### src/rtl/mac_ctrl.sv
// rtl/mac_ctrl.sv - job controller for a weight-stationary MAC array
// Optional MAC_CTRL_BIAS_EN adds a per-job bias input driven onto ci while computing.
module mac_ctrl #(
  parameter int DW       = 8,
  parameter int CW       = 19,
  parameter int ROW      = 7,
  parameter int COLUMN   = 7,
  parameter int PIPE_LAT = 7
) (
  input  logic                 clk,
  input  logic                 rst_n,
  input  logic                 start,
  input  logic [15:0]          cfg_len,
  input  logic                 w_s_valid,
  output logic                 w_s_ready,
  input  logic [COLUMN*DW-1:0] w_s_data,
  input  logic                 x_s_valid,
  output logic                 x_s_ready,
  input  logic [ROW*DW-1:0]    x_s_data,
  output logic [ROW*DW-1:0]    mac_m_data,
  output logic [COLUMN*DW-1:0] w,
  output logic [ROW-1:0]       w_en,
  output logic [COLUMN*CW-1:0] ci,
  input  logic [COLUMN*CW-1:0] mac_s_data,
  output logic                 o_valid,
  output logic                 o_first,
  output logic                 o_last,
  output logic [COLUMN*CW-1:0] o_data,
  output logic                 busy,
  output logic                 done
`ifdef MAC_CTRL_BIAS_EN
  ,
  input  logic [COLUMN*CW-1:0] bias
`endif
);

  localparam logic [1:0] IDLE    = 2'd0;
  localparam logic [1:0] LOAD_W  = 2'd1;
  localparam logic [1:0] COMPUTE = 2'd2;
  localparam logic [1:0] DRAIN   = 2'd3;

  localparam int RCW = (ROW > 1) ? $clog2(ROW) : 1;
  localparam logic [RCW-1:0] ROW_LAST = RCW'(ROW - 1);

  logic [1:0]          state;
  logic [15:0]         len_q;
  logic [15:0]         x_cnt;
  logic [15:0]         o_cnt;
  logic [RCW-1:0]      row_cnt;
  logic [PIPE_LAT-1:0] vsr;

  logic w_hs;
  logic x_hs;
  logic start_ok;
  logic vsr_empty;

  assign w_hs      = (state == LOAD_W) && w_s_valid;
  assign x_hs      = (state == COMPUTE) && x_s_valid;
  assign start_ok  = (state == IDLE) && start;
  assign vsr_empty = (vsr == '0);

  always_ff @(posedge clk or negedge rst_n) begin
    if (!rst_n) begin
      state   <= IDLE;
      len_q   <= '0;
      x_cnt   <= '0;
      o_cnt   <= '0;
      row_cnt <= '0;
      vsr     <= '0;
    end else begin
      // The array never stalls, so the tracker shifts every cycle.
      vsr <= (vsr << 1) | PIPE_LAT'(x_hs);
      if (o_valid) begin
        o_cnt <= o_cnt + 16'd1;
      end
      case (state)
        IDLE: begin
          if (start_ok) begin
            len_q   <= cfg_len;
            row_cnt <= '0;
            x_cnt   <= '0;
            o_cnt   <= '0;
            state   <= LOAD_W;
          end
        end
        LOAD_W: begin
          if (w_hs) begin
            row_cnt <= row_cnt + RCW'(1);
            if (row_cnt == ROW_LAST) begin
              state <= (len_q == 16'd0) ? DRAIN : COMPUTE;
            end
          end
        end
        COMPUTE: begin
          if (x_hs) begin
            x_cnt <= x_cnt + 16'd1;
            if (x_cnt + 16'd1 == len_q) begin
              state <= DRAIN;
            end
          end
        end
        default: begin
          if (vsr_empty) begin
            state <= IDLE;
          end
        end
      endcase
    end
  end

`ifdef MAC_CTRL_BIAS_EN
  logic [COLUMN*CW-1:0] bias_q;

  always_ff @(posedge clk or negedge rst_n) begin
    if (!rst_n) begin
      bias_q <= '0;
    end else if (start_ok) begin
      bias_q <= bias;
    end
  end

  assign ci = ((state == COMPUTE) || (state == DRAIN)) ? bias_q : '0;
`else
  assign ci = '0;
`endif

  assign w_s_ready  = (state == LOAD_W);
  assign x_s_ready  = (state == COMPUTE);
  assign w          = w_hs ? w_s_data : '0;
  assign w_en       = w_hs ? (ROW'(1) << row_cnt) : '0;
  assign mac_m_data = x_hs ? x_s_data : '0;

  assign o_valid = vsr[PIPE_LAT-1];
  assign o_first = o_valid && (o_cnt == 16'd0);
  assign o_last  = o_valid && (o_cnt == len_q - 16'd1);
  // Result data is a pass-through, held at 0 only while reset is asserted.
  assign o_data  = rst_n ? mac_s_data : '0;

  assign busy = (state != IDLE);
  assign done = (state == DRAIN) && vsr_empty;

endmodule

### config.mk
export PLATFORM = sky130hd
export DESIGN_NAME = mac_ctrl
export DESIGN_NICKNAME = d
export VERILOG_FILES = /design/src/rtl/mac_ctrl.sv
export SDC_FILE = /design/constraint.sdc
export NUM_CORES = 1
export LEC_CHECK = 0
export ABC_AREA = 1
export CAP_MARGIN = 20
export CELL_PAD_IN_SITES_DETAIL_PLACEMENT = 1
export CELL_PAD_IN_SITES_GLOBAL_PLACEMENT = 1
export CORE_AREA = 2 2 256 258
export CTS_CLUSTER_SIZE = 24
export DETAILED_ROUTE_END_ITERATION = 10
export DIE_AREA = 0 0 258 260
export DONT_BUFFER_PORTS = 1
export GPL_ROUTABILITY_DRIVEN = 0
export PLACE_DENSITY_LB_ADDON = 0.1
export REMOVE_ABC_BUFFERS = 1
export SETUP_SLACK_MARGIN = 0.2
export SYNTH_ARGS = -nofsm -noshare
export SYNTH_HDL_FRONTEND = slang
export SYNTH_SLANG_ARGS = --single-unit
### constraint.sdc
create_clock -name clk -period 2.3 [get_ports clk]
set_clock_uncertainty 0.05 [all_clocks]
set_input_delay 0.345 -clock clk [delete_from_list [all_inputs] [get_ports clk]]
set_output_delay 0.345 -clock clk [all_outputs]
set_load 0.05 [all_outputs]
==> impl_metrics.ini <==
[worst_setup_path]
r2r_setup_slack_ns = 0.26
required_ns = 1.90
crit-reg2reg-launch = x_cnt[1]
start_kind = flip-flop
cp_max_fo = 3
crit_type = reg -> out
crit_arrival_ns = 2.23
critPathLaunch = len_q[0]
endpoint_kind = primary output

[synth]
yosys_register_bits = 60
synthMuxAreaShare_pct = 0
ys_types = 32
yosysWarnings = 0
synth_area_sq_um = 6779
synthSimpleGateAreaFrac_pct = 32.45
synth_area_leaders = dfrtp_1 (22%), inv_1 (17%), buf_4 (15%), nand2_1 (15%), nor2_1 (8.5%)
synth_compound_area_share_pct = 5.592
yosys.area_share.adder_pct = 2.584
yosysSeqAreaShare_pct = 22.15
synth_top_family_by_area = buffers and inverters
syn-instance-count = 1182
synth_area_leader_cell = dfrtp_1
ys.flop_type = dfrtp_1
async_flop_share_pct = 100.0
synth_xor_area_share_pct = 2.842
synth.avg_cell_area_sq_um = 5.735
synth_edf_count = 0
synth_top_area_share_pct = 22.15

[die]
start_util_pct = 10.57
rows = 93
die_w_um = 258
die_area_sq_um = 67080
die_h_um = 260
pin_count = 658
core-area_sq_um = 64120

[clock_tree]
path_clk_slew_ns = 0.06
clock-sinks = 60
cts_tree = built
clock_path_buffers = 2
cts_inserted_buffers = 9
root_buffer = clkbuf_16
htree_num_levels = 3
clk-insertion-delay-late_ns = 0.35

[sta]
max_freq_mhz = 380.7
finalMaxSlewViolations = 0
final-hold-violation-count = 0
rsz0062_at_grt = true
tightest_slew_ns = 0.5935
slew_headroom_pct = 60.39
hold_slack_ns = 0.07596
fin_crit_sh_pct = 114.2
post-route-worst-setup-slack_ns = -0.3271
setup_viol = 1
period_needed_ns = 2.627

[routing]
firstDrtPassIters = 4
ant_nets = 0
route.vias.total = 7680
wl_per_cell_um = 19.55
drtIter0Drc = 336
drc = 0
vias_per_cell = 3.336
routed_wirelength_um = 45000

[global_routing]
grt_overflow = 0
grt_pass1_wl_um = 60300
antenna_found_initial = 5
first_global_vias = 8149
track_usage_pct = 12.57
grt_max_degree = 135

[place]
io_buffers = 0
dp_hpwl_um = 36230

[finish]
syn2layout_area_growth_pct = 78.11
layout_commonest_cell = inv_1
fill_cells = 7758
drive_gt1_share_pct = 35.48
nets = 1718
multiInputGateArea_sq_um = 4631
final_cell_mix = inv_1 (307), nand2_1 (241), conb_1 (133), buf_4 (118), nor2_4 (97)
regArea_sq_um = 1513

[run]
drv_cap = 0

[run_status]
outcome = complete, but fails checks
failed_checks = negative setup slack

[worst_hold_path]
min_from = cfg_len[15]
min_path_type = in -> reg

[pwr]
ir_drop_mv = 0.3643
p_leak_nw = 6.450
powerDensity_nw_per_um2 = 930.2
p_total_mw = 11.23
[where the power goes]
group | leakage (nW) | switching, mW | total [mW] | internal (mW)
logic | 5.51 | 5.22 | 8.12 | 2.90
registers | 0.788 | 0.232 | 1.53 | 1.30
clock network | 0.151 | 0.605 | 1.58 | 0.978
[state kept, by name, summed over array words and instances (netlist names)]
register and flops:
o_cnt 16, len_q 16, row_cnt 3, vsr 7
state 2, x_cnt 16
[worst max-delay path, stage by stage, from the launching register on]
cell and delay (ns):
dfrtp_1 0.38, inv_2 0.08, ha_2 0.18, nand2_2 0.08, nor2_4 0.13, buf_4 0.12, nand3_1 0.07, xor2_1 0.16
xor2_1 0.14, a21oi_1 0.11, o21ai_0 0.11, nor2_2 0.15, buf_6 0.17
[Yosys cell counts, drive strengths merged, types with 17 or more instances]
library cell	number
a21oi	18
buf	138
clkbuf	30
dfrtp	60
inv	315
nand2	269
nand3	55
nand4	17
nor2	161
nor3	18
o21ai	42
[logic make-up (layout without fill, tap and decap cells)]
kind of cell	count (synthesis)	in the layout
compound gates	72	72
flops	60	60
other cells	1	137
simple gates	529	529
buf+inv	484	613
fa+ha+maj	14	14
xor+xnor	22	22
[path summary, 6_finish.rpt]
check                            end  cells after the start
min reg2reg                   vsr[5]                      0
min in group asynchronous  len_q[14]                      2
min                        len_q[15]                      2
max                           o_last                     12
max in group asynchronous   o_cnt[7]                      2
max reg2reg                 state[1]                     17
[stage by stage]
stage                     instance area (sq um)  TNS (ns)  utilization (%)  instances  worst slack, ns
after global placement                     9085   -0.1944            14.17       2231          -0.1944
after floorplan                            6133   -131.16                -       1146           -1.439
after global routing                      12060   -0.5334            18.82       2298          -0.5186
after CTS                                 11220   -0.4187            17.50       2285          -0.4187
final                                     12070   -0.3271            18.83       2302          -0.3271
after detailed placement                   9085   -0.2545            14.17       2231          -0.1959
[what timing repair did]
action	CTS	global route
hold endpoints to repair	60	0
endpoints found under the setup margin	124	114
pin swaps	50	68
setup buffers	24	9
hold buffers	2	0
gates cloned	12	4
resized for setup	333	190
[final cells by class]
type | instances | share of cell area (%)
antenna | 4 | 0.08290
clock buffer | 10 | 1.979
clock inverter | 6 | 0.7254
inverter | 316 | 9.824
multi-input combinational | 770 | 38.35
sequential | 60 | 12.53
tap | 855 | 8.860
timing repair buffer | 281 | 27.65
[metal layers]
| metal | up-vias | global-route usage [%] | wire, um |
|---|---|---|---|
| li1 | 3691 | - | - |
| met1 | 3620 | 14.98 | 18730 |
| met2 | 349 | 21.63 | 21640 |
| met3 | 18 | 5.078 | 4137 |
| met4 | 2 | 1.718 | 486 |
| met5 | - | 0 | 13 |
Power figures use the tool's default switching activity.
